### src/rtl/instr_encoder.sv
// Streaming RV32I instruction encoder: packs fields and a 32-bit immediate into an instruction word
// and emits it on a registered write port. Immediate legality checking is enabled by INSTR_ENC_IMM_CHECK_EN.
module instr_encoder #(
  parameter int unsigned         ADDR_W    = 32,
  parameter logic [ADDR_W-1:0]   BASE_ADDR = '0
) (
  input  logic              Clk,
  input  logic              Reset,
  input  logic              In_Valid,
  output logic              In_Ready,
  input  logic [2:0]        In_Fmt,
  input  logic [6:0]        In_Opcode,
  input  logic [4:0]        In_Rd,
  input  logic [4:0]        In_Rs1,
  input  logic [4:0]        In_Rs2,
  input  logic [2:0]        In_Funct3,
  input  logic [6:0]        In_Funct7,
  input  logic [31:0]       In_Imm,
  input  logic              Addr_Load,
  input  logic [ADDR_W-1:0] Addr_In,
  output logic              Out_Valid,
  input  logic              Out_Ready,
  output logic [ADDR_W-1:0] Out_Addr,
  output logic [31:0]       Out_Data,
  output logic              Imm_Err,
  output logic [7:0]        Err_Count
);

  typedef enum logic [2:0] {
    FMT_R = 3'd0,
    FMT_I = 3'd1,
    FMT_S = 3'd2,
    FMT_B = 3'd3,
    FMT_J = 3'd4,
    FMT_U = 3'd5
  } fmt_t;

  logic [31:0]       word;
  logic              legal;
  logic              shift_op;
  logic              accept;
  logic              emit;
  logic [ADDR_W-1:0] addr_cnt;
  logic [ADDR_W-1:0] word_addr;

  assign shift_op = (In_Funct3 == 3'b001) || (In_Funct3 == 3'b101);
  assign In_Ready = !Out_Valid || Out_Ready;
  assign accept   = In_Valid && In_Ready;
  assign emit     = accept && legal;

  always_comb begin
    word = {In_Funct7, In_Rs2, In_Rs1, In_Funct3, In_Rd, In_Opcode};
    case (fmt_t'(In_Fmt))
      FMT_I: begin
        if (shift_op)
          word = {In_Funct7, In_Imm[4:0], In_Rs1, In_Funct3, In_Rd, In_Opcode};
        else
          word = {In_Imm[11:0], In_Rs1, In_Funct3, In_Rd, In_Opcode};
      end
      FMT_S: word = {In_Imm[11:5], In_Rs2, In_Rs1, In_Funct3, In_Imm[4:0], In_Opcode};
      FMT_B: word = {In_Imm[12], In_Imm[10:5], In_Rs2, In_Rs1, In_Funct3,
                     In_Imm[4:1], In_Imm[11], In_Opcode};
      FMT_J: word = {In_Imm[20], In_Imm[10:1], In_Imm[11], In_Imm[19:12], In_Rd, In_Opcode};
      FMT_U: word = {In_Imm[19:0], In_Rd, In_Opcode};
      default: ;
    endcase
  end

`ifdef INSTR_ENC_IMM_CHECK_EN
  always_comb begin
    legal = 1'b1;
    case (fmt_t'(In_Fmt))
      FMT_I: begin
        if (shift_op)
          legal = (In_Imm[31:5] == '0);
        else
          legal = (In_Imm == {{20{In_Imm[11]}}, In_Imm[11:0]});
      end
      FMT_S: legal = (In_Imm == {{20{In_Imm[11]}}, In_Imm[11:0]});
      FMT_B: legal = (In_Imm == {{19{In_Imm[12]}}, In_Imm[12:0]}) && !In_Imm[0];
      FMT_J: legal = (In_Imm == {{11{In_Imm[20]}}, In_Imm[20:0]}) && !In_Imm[0];
      FMT_U: legal = (In_Imm == {{12{In_Imm[19]}}, In_Imm[19:0]});
      default: ;
    endcase
  end

  always_ff @(posedge Clk) begin
    if (Reset) begin
      Imm_Err   <= 1'b0;
      Err_Count <= '0;
    end else begin
      Imm_Err <= accept && !legal;
      if (accept && !legal && (Err_Count != 8'hFF))
        Err_Count <= Err_Count + 8'd1;
    end
  end
`else
  logic unused_imm_hi;

  assign legal         = 1'b1;
  assign Imm_Err       = 1'b0;
  assign Err_Count     = '0;
  assign unused_imm_hi = ^In_Imm[31:21];
`endif

  // A load in the same cycle as an emit addresses the emitted word itself.
  assign word_addr = Addr_Load ? Addr_In : addr_cnt;

  always_ff @(posedge Clk) begin
    if (Reset) begin
      Out_Valid <= 1'b0;
      Out_Data  <= '0;
      Out_Addr  <= '0;
      addr_cnt  <= BASE_ADDR;
    end else begin
      if (emit) begin
        Out_Valid <= 1'b1;
        Out_Data  <= word;
        Out_Addr  <= word_addr;
      end else if (Out_Ready) begin
        Out_Valid <= 1'b0;
      end

      if (emit)
        addr_cnt <= word_addr + ADDR_W'(4);
      else if (Addr_Load)
        addr_cnt <= Addr_In;
    end
  end

endmodule

### config.mk
export PLATFORM = sky130hd
export DESIGN_NAME = instr_encoder
export DESIGN_NICKNAME = d
export VERILOG_FILES = /design/src/rtl/instr_encoder.sv
export SDC_FILE = /design/constraint.sdc
export NUM_CORES = 1
export LEC_CHECK = 0
export CAP_MARGIN = 20
export CORE_MARGIN = 1.5
export CORE_UTILIZATION = 45
export DETAILED_ROUTE_END_ITERATION = 6
export PLACE_DENSITY_LB_ADDON = 0.08
export RECOVER_POWER = 50
export SYNTH_ARGS = -nofsm -noshare
export SYNTH_HDL_FRONTEND = slang
export SYNTH_SLANG_ARGS = --single-unit
### constraint.sdc
create_clock -name Clk -period 3.95 [get_ports Clk]
set_clock_uncertainty 0.2 [all_clocks]
set_input_delay 0.395 -clock Clk [delete_from_list [all_inputs] [get_ports Clk]]
set_output_delay 0.395 -clock Clk [all_outputs]
set_load 0.005 [all_outputs]
==> results.py, run 1 <==
metrics = {
    "grt": {
        "grt_antenna_before_repair": 0,
        "total_grt_usage_pct": 23.35,
        "wire_length_of_the_first_global_routing_pass_um": 21220,
        "gr-total-overflow": 0,
        "largest_net_degree_at_the_start_of_global_routing": 102,
        "number_of_global_route_vias_before_repair": 4524,
    },
    "drt": {
        "route.final.wire_length_um": 13390,
        "drcViolationCount": 0,
        "drt-pass1-iter-count": 4,
        "wl_per_cell_um": 15.79,
        "num_vias": 4725,
        "drt_first_iter_violations": 263,
        "antenna_violating_nets_post_route": 0,
        "post_drt_via_cell_ratio": 5.572,
    },
    "floorplanning": {
        "start_util_pct": 46.64,
        "row_count": 37,
        "die_height_um": 106.9,
        "die_boundary_width_um": 106.9,
        "i_o_pin_cnt": 179,
        "dieArea_um2": 11430,
        "core-area_um2": 10420,
    },
    "job": {
        "timing.max_cap.violations": 1,
    },
    "synth": {
        "synth.yosys.seq_area_share_pct": 39.97,
        "synth.lib_cells_used.distinct": 59,
        "synth_area_per_cell_um2": 8.539,
        "postSynth.asyncResetShare_pct": 0,
        "yosys_warnings": 0,
        "netlist.top_cell.by_area": "dfxtp_1",
        "synth_top_area_share_pct": 39.97,
        "count_of_flip_flops_with_a_built_in_enable_after_synthesis": 0,
        "synth_area_leaders": "dfxtp_1 40%, mux2i_1 7.6%, a211oi_1 6.0%, nor2_1 5.6%, nand2_1 5.4%",
        "post_synth_instance_area_um2": 4858,
        "ys_seq_elements": 97,
        "postSynthCellCount": 569,
        "synth_ff_type": "dfxtp_1",
    },
    "cells_and_area": {
        "layout.area.seq_um2": 1942,
        "drive_above_1_share_pct": 6.320,
        "multi_input_area_um2": 2676,
        "num_antenna_cells": 0,
        "layoutNonFillerInstCount": 848,
        "areaGrowthSynthToFinish_pct": 36.98,
        "fillCellCount": 949,
        "final_net_count": 812,
        "finalInstanceArea_um2": 6655,
    },
    "clock_network": {
        "cts.sink_count": 97,
        "cts.path.max_buffers": 2,
        "htree_num_levels": 3,
        "clock-root-buffer": "clkbuf_8",
        "post_cts.repair.setup_buffers": 0,
        "cts.reportedPaths.clkPinSlew_ps": 100,
        "clock_insertion_delay_worst_skew_ps": 360,
        "cts_inserted_buffers": 9,
        "clock_tree_from_tritoncts": "done",
        "cts_resized": 0,
        "postCtsHoldBufs": 0,
    },
    "outcome": {
        "violations_in_the_final_reports": "capacitance limit, slew limit",
        "run_status": "finished, violations left",
    },
    "setup_path": {
        "critical_path.cell_chain": "clkdlybuf4s50_1 > nand2b_1 > and2_4 > o2111ai_1 > or4b_2 > nand2_1",
        "cp_num_buf_inv": 1,
        "cp_data_required_time_ps": 4060,
        "critical_path.endpoint_type": "flop",
        "path_delay_family": "simple AND/OR/NAND/NOR gates",
        "cp_max_fo": 48,
        "critPathSlowestCell": "or4b_2",
        "worst_path_largest_cell_delay_ps": 720,
        "critPathLaunchType": "input pin",
        "critPathArrivalTime_ps": 2860,
        "critical_path_class": "input pin to flop",
    },
    "timing": {
        "fmax_mhz": 363.7,
        "final_min_period_over_clock_period_pct": 69.61,
        "max_slew.worst_pin.slew_ps": 2038,
        "final_hold_viol_count": 0,
        "hold_slack_ps": 244.6,
        "layout_setup_ws_ps": 1200,
        "post-route-min-period_ps": 2750,
        "setup_viol_count_final": 0,
        "final-max-slew-violation-count": 102,
        "maxSlewHeadroom_pct": -35.89,
        "totalNegativeSetupSlack_ps": 0,
        "rsz0062_at_grt": "false",
    },
    "placed_design": {
        "portBuffers": 158,
        "place.detailed.instances": 832,
        "place.gp.congestion": 0.8552,
        "detailedPlacementHpwl_um": 9648,
        "placement.setup.worst_slack_ps": 819.9,
        "placed_area_um2": 6469,
    },
    "power_and_ir_drop": {
        "peakVddDrop_mv": 0.1589,
        "p_per_area_nw_per_um2": 329.3,
        "total_leakage_power_nw": 2.667,
    },
    "worst_hold_path": {
        "timing.hold.worst.class": "input pin to flop",
    },
}
[worst reg2reg max path, cell delays in order (launching register included)]
cell,delay (ps)
dfxtp_1,320
mux2_2,200
ha_1,250
nand4_1,110
nor3b_1,200
buf_4,160
o2111ai_1,250
or4b_2,730
nand2_1,90
[placed cells by master (no fill, tap or decap), types with 3 or more instances in the layout]
cell type	Yosys	routed
a211oi_1	39	39
a21oi_1	33	33
a221oi_1	7	7
a222oi_1	5	5
a22oi_1	3	3
a311oi_1	5	5
and3_1	3	3
and4_1	3	3
buf_4	10	8
clkbuf_1	28	3
clkbuf_8	0	9
clkdlybuf4s50_1	0	91
conb_1	1	9
dfxtp_1	97	97
dlygate4sd3_1	0	65
inv_1	7	7
mux2_2	14	14
mux2i_1	37	37
nand2_1	70	70
nand2b_1	3	3
nand3_1	12	12
nand3b_1	8	8
nand4_1	9	9
nand4b_1	3	3
nor2_1	72	72
nor2b_1	3	3
nor3_1	19	19
nor3b_1	5	5
nor4_1	4	4
o211ai_1	11	11
o21ai_0	4	4
xnor2_1	8	8
xor2_1	4	4
[Yosys cell counts (5+ instances only)]
cell	n
nor2_1	72
nand4_1	9
o211ai_1	11
mux2i_1	37
xnor2_1	8
nand2_1	70
a311oi_1	5
mux2_2	14
buf_4	10
nor3_1	19
a221oi_1	7
nor3b_1	5
a211oi_1	39
clkbuf_1	28
a21oi_1	33
dfxtp_1	97
inv_1	7
nand3b_1	8
nand3_1	12
a222oi_1	5
[cell type report]
class	count	area share [%]
multi-input cells	425	40.21
flip-flops and latches	97	29.18
repair buffers	167	24.82
well taps	136	2.557
clock buffers	12	2.030
clock inverters	4	0.8084
inverters	7	0.3948
[final timing paths]
path	slack [ps]	cells past startpoint	startpoint	endpoint
hold reg to reg	250	2	Out_Data[13]$_SDFFE_PP0P_	Out_Data[13]$_SDFFE_PP0P_
setup / recovery	1200	6	Out_Ready	addr_cnt[24]$_SDFF_PP0_
hold / removal	240	3	Addr_Load	addr_cnt[0]$_SDFF_PP0_
setup reg to reg	1400	8	addr_cnt[2]$_SDFF_PP0_	addr_cnt[24]$_SDFF_PP0_
[stage by stage]
step	total power [mW]	util [%]
after CTS	2.228	63.92
after global routing	2.302	63.89
after global placement	1.585	62.10
after detailed placement	1.594	62.10
final	2.192	63.89
after floorplan	1.345	-
[routing by layer]
metal  part of all wire [%]  GRT usage (%)  vias up
met1                     41          27.40     2187
met4                    2.1          10.57        0
met2                     48          39.79      180
li1                       -              -     2334
met3                    8.6          6.201       24
met5                      0              0        -
[report_power, final]
group | total [mW] | switching [mW] | internal [mW]
combinational | 0.470 | 0.222 | 0.248
sequential | 1.08 | 0.0352 | 1.05
clock | 0.638 | 0.343 | 0.295
total | 2.19 | 0.600 | 1.59
[state kept, by name, summed over array words and instances, names as in the netlist]
| signal | flops |
|---|---|
| Out_Addr | 32 |
| Out_Data | 32 |
| Out_Valid | 1 |
| addr_cnt | 32 |
[cells by family after synthesis]
group / count (synthesis) / share of synthesized area, %
flops: 97 / 39.97
other cells: 1 / 0.07719
simple gates: 224 / 22.20
xor+xnor: 12 / 2.163
mux: 51 / 10.87
fa+ha+maj: 1 / 0.2575
compound gates: 128 / 18.85
buf+inv: 55 / 5.614
(Power assumes the default switching activity.)
==> run 2: changes to the inputs <==
==> constraint.sdc (replaced) <==
create_clock -name Clk -period 2.69 [get_ports Clk]
set_clock_uncertainty 0.2 [all_clocks]
set_input_delay 0.269 -clock Clk [delete_from_list [all_inputs] [get_ports Clk]]
set_output_delay 0.269 -clock Clk [all_outputs]
set_load 0.005 [all_outputs]
==> run 2 against run 1 <==
Effect of this change:
- the run now ends clean
- hold slack worse by 100 ps
- critical path depth stayed put
- worst setup slack worse by 950 ps
- flip-flop and latch count stayed put
- via count is 1.7% higher
- wire length is 3.7% higher
- register-to-register slack worse by 1000 ps
- cell count is 2.4% higher
- non-clock buffer count is 21 higher
- die area stayed put
- final area is 3.0% higher
- critical path type unchanged
- critical endpoint is now Out_Data[20]$_SDFFE_PP0P_
==> results.py, run 2 (same netlist as run 1, synthesis figures left out) <==
metrics = {
    "timing": {
        "final-max-slew-violation-count": 0,
        "setup_viol_count_final": 0,
        "rsz0062_at_grt": "false",
        "maxSlewHeadroom_pct": 9.815,
        "max_slew.worst_pin.slew_ps": 1353,
        "fmax_mhz": 410.6,
        "post-route-min-period_ps": 2436,
        "final_min_period_over_clock_period_pct": 90.54,
        "final_hold_viol_count": 0,
    },
    "clock_network": {
        "clock_insertion_delay_worst_skew_ps": 360,
        "post_cts.repair.setup_buffers": 0,
        "htree_num_levels": 3,
        "clock_tree_from_tritoncts": "done",
        "clock-root-buffer": "clkbuf_8",
        "cts_resized": 0,
        "postCtsHoldBufs": 0,
        "cts_inserted_buffers": 9,
        "cts.sink_count": 97,
        "cts.path.max_buffers": 2,
        "cts.reportedPaths.clkPinSlew_ps": 90,
    },
    "drt": {
        "route.final.wire_length_um": 13890,
        "antenna_violating_nets_post_route": 0,
        "wl_per_cell_um": 16.00,
        "drt_first_iter_violations": 192,
        "num_vias": 4807,
        "post_drt_via_cell_ratio": 5.538,
        "drcViolationCount": 0,
        "drt-pass1-iter-count": 6,
    },
    "grt": {
        "wire_length_of_the_first_global_routing_pass_um": 22520,
        "largest_net_degree_at_the_start_of_global_routing": 79,
        "grt_antenna_before_repair": 0,
        "total_grt_usage_pct": 24.75,
        "number_of_global_route_vias_before_repair": 4689,
        "gr-total-overflow": 0,
    },
    "setup_path": {
        "critical_path_class": "input pin to flop",
        "timing.critical_path.from": "Out_Ready",
        "regToRegSetupSlack_ps": 360,
        "critical_path.endpoint_type": "flop",
        "critical_path.cell_chain": "dlygate4sd3_1 > nand2b_1 > and2_0 > clkbuf_4 > o221ai_1 > a21oi_1",
        "crit-reg2reg-launch": "Out_Valid$_SDFFE_PP0P_",
        "critPathSlowestCell": "clkbuf_4",
        "timing.reg2reg.worst_path_depth": 5,
        "regToRegEndpoint": "Out_Data[20]$_SDFFE_PP0P_",
        "cp_data_required_time_ps": 2750,
        "cp_max_fo": 78,
        "worst_path_largest_cell_delay_ps": 730,
        "critPathArrivalTime_ps": 2500,
        "critPathLaunchType": "input pin",
    },
    "worst_hold_path": {
        "worstHoldStart": "Addr_Load",
        "timing.hold.worst.class": "input pin to flop",
        "whs_path_depth": 3,
        "timing.hold.worst_endpoint": "addr_cnt[0]$_SDFF_PP0_",
    },
    "cells_and_area": {
        "layout.cells.most_common": "dfxtp_1",
        "areaGrowthSynthToFinish_pct": 41.02,
        "finalInstanceArea_um2": 6852,
        "final_net_count": 833,
        "fillCellCount": 887,
        "multi_input_area_um2": 2695,
        "largest_registers": "Out_Addr (32), Out_Data (32), addr_cnt (32)",
        "layout.area.seq_um2": 1942,
        "num_antenna_cells": 0,
        "most-common-layout-cells": "97 x dfxtp_1, 92 x clkdlybuf4s50_1, 72 x nor2_1",
        "layoutNonFillerInstCount": 868,
        "drive_above_1_share_pct": 9.426,
    },
    "floorplanning": {
        "die_height_um": 106.9,
        "start_util_pct": 46.64,
        "i_o_pin_cnt": 179,
        "core-area_um2": 10420,
        "row_count": 37,
        "die_boundary_width_um": 106.9,
        "dieArea_um2": 11430,
    },
    "power_and_ir_drop": {
        "design_power_total_mw": 3.302,
        "total_leakage_power_nw": 2.762,
        "peakVddDrop_mv": 0.2855,
        "p_per_area_nw_per_um2": 482.0,
    },
    "placed_design": {
        "placed_area_um2": 6673,
        "place.detailed.instances": 853,
        "portBuffers": 158,
        "place.gp.congestion": 0.9696,
        "detailedPlacementHpwl_um": 10420,
    },
    "job": {
        "timing.max_cap.violations": 0,
    },
    "outcome": {
        "run_status": "completed",
    },
}
[run 2: cell types whose count changed in the layout (fill, tap and decap cells not counted), sizes merged]
cell | before | now
clkbuf | 13 | 15
clkdlybuf4s50 | 91 | 92
clkinv | 1 | 0
clkinvlp | 2 | 3
dlygate4sd3 | 65 | 64
buf | 10 | 28
[run 2: power by group]
group | switching [mW] | internal (mW)
clock | 0.513 | 0.476
sequential | 0.0520 | 1.54
combinational | 0.338 | 0.384
total | 0.902 | 2.40
[run 2: worst max path at each step]
stage,cells past startpoint,slack (ps),end
after floorplan,13,-100,addr_cnt[24]$_SDFF_PP0_
after global placement,9,2,addr_cnt[24]$_SDFF_PP0_
after detailed placement,9,-50,addr_cnt[24]$_SDFF_PP0_
after CTS,10,310,addr_cnt[22]$_SDFF_PP0_
after global routing,6,120,Out_Data[20]$_SDFFE_PP0P_
final,6,250,Out_Data[20]$_SDFFE_PP0P_
[run 2: cell type report]
cell class / instances / area share (%)
repair buffers: 188 / 26.48
clock buffers: 11 / 2.210
well taps: 136 / 2.484
flip-flops and latches: 97 / 28.34
clock inverters: 4 / 0.7670
inverters: 7 / 0.3835
multi-input cells: 425 / 39.34
[run 2: routing by layer]
layer	vias up	global-route usage, %	part of all wire [%]
met5	-	0	0
met4	0	9.429	2.1
met3	20	6.809	6.6
met2	144	41.44	48
met1	2265	30.22	43
li1	2378	-	-
[run 2: worst max-delay path, delay by kind of cell]
family	cells	cell delay [ps]
AOI/OAI and AO/OA	2	440
buffers and inverters	2	1240
and+or+nand+nor	2	530
[run 2: through the flow]
step	util (%)	setup TNS [ps]	hold WS [ps]	setup WS [ps]
final	65.78	0	143.2	254.4
after global placement	64.06	0	242.1	2.051
after floorplan	-	-230.8	205.0	-95.60
after global routing	65.78	0	148.6	118.8
after CTS	66.02	0	127.3	314.6
after detailed placement	64.06	-133.0	246.9	-53.21
==> RTL edit 1 (flow settings as in run 2) <==
Build with the macro `INSTR_ENC_IMM_CHECK_EN` defined.
--- a/src/rtl/instr_encoder.sv
+++ b/src/rtl/instr_encoder.sv
@@ -1,5 +1,7 @@
 // Streaming RV32I instruction encoder: packs fields and a 32-bit immediate into an instruction word
 // and emits it on a registered write port. Immediate legality checking is enabled by INSTR_ENC_IMM_CHECK_EN.
+`define INSTR_ENC_IMM_CHECK_EN
+
 module instr_encoder #(
   parameter int unsigned         ADDR_W    = 32,
   parameter logic [ADDR_W-1:0]   BASE_ADDR = '0
Check against the original RTL: not equivalent (a bounded check fails within 4 cycles, from zero or initial values and one cycle with Reset high).
==> RTL edit 1 against run 2 <==
Sequential cell count is 9 higher. Routed wire length is 36% higher. Total power is 19% higher. Global-route usage is 4.0 points higher. Register-to-register slack worse by 260 ps. Critical path type unchanged. Design area is 28% higher. Critical endpoint is now Out_Data[31]. Setup slack worse by 190 ps. Area after synthesis is 13% higher.
==> RTL edit 1: results (changes against run 2) <==
| Metric | Value |
|---|---|
| Data buffer area share | 32.2% (+5.7 points) |
| Share of layout cells above drive strength 1 | 19.0% (+9.6 points) |
| Internal power | 2.88 mW (+20%) |
| Worst hold endpoint | Out_Data[3] |
| Reg2reg end | addr_cnt[25] |
| Worst Reg-to-Reg Cells | 7 (+2) |
| Min-delay src | In_Opcode[3] |
| First-pass GRT wire length | 29500 um (+31%) |
| Routed length on met3 | 1260 um (+37%) |
| Arr. time, crit path | 2660 ps (+160 ps) |
| Maximum VDD drop | 0.338 mV (+19%) |
| Sequential Area | 2120 sq um (+9.3%) |
| CTS root buffer | clkbuf_16 |
| R2r setup slk | 100 ps (-260 ps) |
| Met1 usage | 35.7% (+5.5 points) |
| Final Cell Area | 8780 sq um (+28%) |
| Metal2 WL | 9110 um (+35%) |
| Status | complete, no violations |
| Via Count | 6093 (+27%) |
| Pleak | 3.65 nW (+32%) |
| Crit path from | In_Fmt[0] |
| Vias per std cell | 5.73 (+3.5%) |
| Pre-antenna DRT Iters | 5 (-1) |
| Wl on met1 | 8050 um (+35%) |
| Clock network area share | 3.28% (+0.30 points) |
| Starting DRT DRC Count | 523 (+170%) |
| Comb pwr | 922 uW (+28%) |
| Top cells by area, synth | dfxtp_1 39%, mux2i_1 7.3%, a211oi_1 5.6% |
| Placement Cell Area | 7940 sq um (+19%) |
| M3 GR Usage | 6.91% (+0.099 points) |
| GR Util All Layers | 28.8% (+4.0 points) |
| Crit path capture | Out_Data[31] |
| Multi-input combinational cell count | 500 (+18%) |
| Pre-CTS setup slack | -698 ps (-645 ps) |
==> RTL edit 1: cell types whose count changed after synthesis, sizes merged, moves of 7 or more <==
cell | run 2 | this run
o21ai | 4 | 19
o211ai | 11 | 2
dfxtp | 97 | 106
nor2b | 3 | 14
o31a | 2 | 9
nor4 | 4 | 24
nor3 | 19 | 28
==> RTL edit 1: tightest hold or removal path: cells and delay by family <==
kind	cells	cell delay [ps]
simple gates	1	50
buf+inv	1	390
compound gates	1	50
==> RTL edit 1: cells by family (layout without fill, tap and decap cells) <==
family                     after synthesis  after routing  synth area share, %
xor gates and xnor gates                 2              2                0.319
adders and majority gates                4              4                0.910
AOI/OAI and AO/OA                      151            152                 18.9
and+or+nand+nor                        286            287                 26.0
buffers and inverters                   64            310                 4.94
DFF                                    106            106                 38.6
muxes                                   55             55                 10.4
==> RTL edit 1: what timing repair did <==
item | CTS | global route
gates resized for setup | 27 | 32
setup endpoints to repair | 91 | 103
pin swaps | 10 | 13
gates cloned | 6 | 2
setup buffers | 9 | 7
hold buffers | 0 | 0
==> RTL edit 2 (flow settings as in run 2) <==
Without the edit above. Set the parameter `ADDR_W` to 16 (it was 32).
--- a/src/rtl/instr_encoder.sv
+++ b/src/rtl/instr_encoder.sv
@@ -1,7 +1,7 @@
 // Streaming RV32I instruction encoder: packs fields and a 32-bit immediate into an instruction word
 // and emits it on a registered write port. Immediate legality checking is enabled by INSTR_ENC_IMM_CHECK_EN.
 module instr_encoder #(
-  parameter int unsigned         ADDR_W    = 32,
+  parameter int unsigned         ADDR_W    = 16,
   parameter logic [ADDR_W-1:0]   BASE_ADDR = '0
 ) (
   input  logic              Clk,
Ports: changed (resized Addr_In and Out_Addr); port bits go from 179 to 147. The function was not compared with the original's and may differ.
==> RTL edit 2 against run 2 <==
Total power down 26%. Count of clock-buffer cells in the layout stayed put. Register-to-register slack improved by 540 ps. Sequential cell count is 32 lower. Design area fell by 28%. Global-route usage shrank 0.97 points. Area after synthesis down 30%. Routed wire length down 31%. Setup slack better by 230 ps. Critical endpoint is now In_Ready.
==> RTL edit 2: results (changes against run 2) <==
| Metric | Value |
|---|---|
| CTS root buffer | clkbuf_8 |
| Largest fanout on the critical path | 7 (-91%) |
| Vias in the first global route | 3265 (-30%) |
| R2r setup slk | 900 ps (+540 ps) |
| CTS resizes | 0 (unchanged) |
| Crit path max-delay cell type | clkdlybuf4s50_1 |
| NetSw | 678 uW (-25%) |
| H-tree levels | 3 (unchanged) |
| Max_slew headroom | 66.5% (+57 points) |
| Top cells by count, synth | 65 x dfxtp_1, 45 x nor2_1, 40 x nand2_1, 27 x mux2i_1 |
| Vias per std cell | 5.45 (-1.6%) |
| First-pass GRT wire length | 15500 um (-31%) |
| Biggest register | Out_Data |
| Clock Latency Late Sink | 330 ps (-30 ps) |
| Largest net degree at the start of global routing | 26 (-67%) |
| Status | complete, no violations |
| Starting DRT DRC Count | 155 (-19%) |
| GR Util All Layers | 23.8% (-0.97 points) |
| Via Count | 3318 (-31%) |
| Metal2 WL | 5010 um (-26%) |
| Routed length on met3 | 575 um (-38%) |
| Arr. time, crit path | 1730 ps (-770 ps) |
| Initial antenna violation count | 0 (unchanged) |
| Pleak | 2.07 nW (-25%) |
| DPL Wire Length | 7270 um (-30%) |
| Wl on met1 | 3930 um (-34%) |
| YS warnings | 0 (unchanged) |
| Reg clk slew, reported paths | 70 ps (-20 ps) |
| Share of layout cells above drive strength 1 | 10.0% (+0.57 points) |
| Final RePlAce weighted congestion | 0.835 (-14%) |
| Routed WL | 9610 um (-31%) |
| Top Registers | Out_Data (32), Out_Addr (16), addr_cnt (16) |
| Critical Path End Type | output port |
| Final #Nets | 594 (-29%) |
| Top cells by area, synth | dfxtp_1 38%, mux2i_1 7.9%, nor2_1 5.0% |
| IO Port Bufs | 126 (-20%) |
| Post-Syn Instances | 382 (-33%) |
| Reg2reg end | Out_Addr[3] |
| Crit path capture | In_Ready |
| Critical Path Max Stage Delay | 540 ps (-190 ps) |
| Fillers | 664 (-25%) |
| Share of the yosys chip area belonging to registers | 38.1% (-1.8 points) |
| Maximum VDD drop | 0.250 mV (-12%) |
-- RTL edit 2: metal layers --
metal	vias to the layer above	global-route usage, %
met5	-	0
met4	0	8.07
met3	8	6.18
met2	101	42.9
met1	1565	27.0
li1	1644	-
-- RTL edit 2: how the worst min path moves through the flow --
stage | startpoint | endpoint | slack, ps | cells past startpoint
after floorplan | In_Opcode[0] | Out_Data[0] | 200 | 2
after global placement | Out_Data[5] | Out_Data[5] | 240 | 2
after detailed placement | Out_Data[5] | Out_Data[5] | 250 | 2
after CTS | Reset | addr_cnt[0] | 140 | 2
after global routing | Reset | addr_cnt[1] | 170 | 2
final | Reset | addr_cnt[0] | 160 | 2
-- RTL edit 2: cell type report --
class                           instances  share of cell area [%]
Clock buffer                           11                    2.87
Clock inverter                          5                    1.12
Inverter                                3                   0.229
Multi-Input combinational cell        284                    38.5
Sequential cell                        65                    26.4
Tap cell                               99                    2.52
Timing Repair Buffer                  142                    28.3
-- RTL edit 2: cells by family (layout without fill, tap and decap cells) --
group                    count (synthesis)  in the layout  synth area share (%)
buffers and inverters                   41            161                  7.22
AND/OR/NAND/NOR                        136            136                  21.0
XOR/XNOR                                 4              4                  1.03
flip-flops                              65             65                  38.1
other                                    1              9                 0.110
adder cells (fa/ha/maj)                  1              1                 0.367
multiplexers                            34             34                  10.3
AO/OA/AOI/OAI                          100            100                  21.8
-- RTL edit 2: stage by stage --
step / setup slack (ps) / instance area, sq um / power [mW] / hold WS [ps]
5_1_grt: 417 / 4920 / 2.57 / 172
3_5_place_dp: 229 / 4730 / 1.65 / 247
6_report: 489 / 4920 / 2.46 / 158
4_1_cts: 559 / 4930 / 2.50 / 135
2_1_floorplan: 782 / 3440 / 1.36 / 205
3_3_place_gp: 248 / 4730 / 1.64 / 242
-- RTL edit 2: power groups by stage --
stage / Clock [mW] / Combinational [mW] / Sequential (mW)
after floorplan: 0 / 0.265 / 1.10
after global placement: 0 / 0.549 / 1.09
after detailed placement: 0 / 0.558 / 1.10
after CTS: 0.860 / 0.561 / 1.07
after global routing: 0.908 / 0.585 / 1.08
final: 0.850 / 0.537 / 1.07
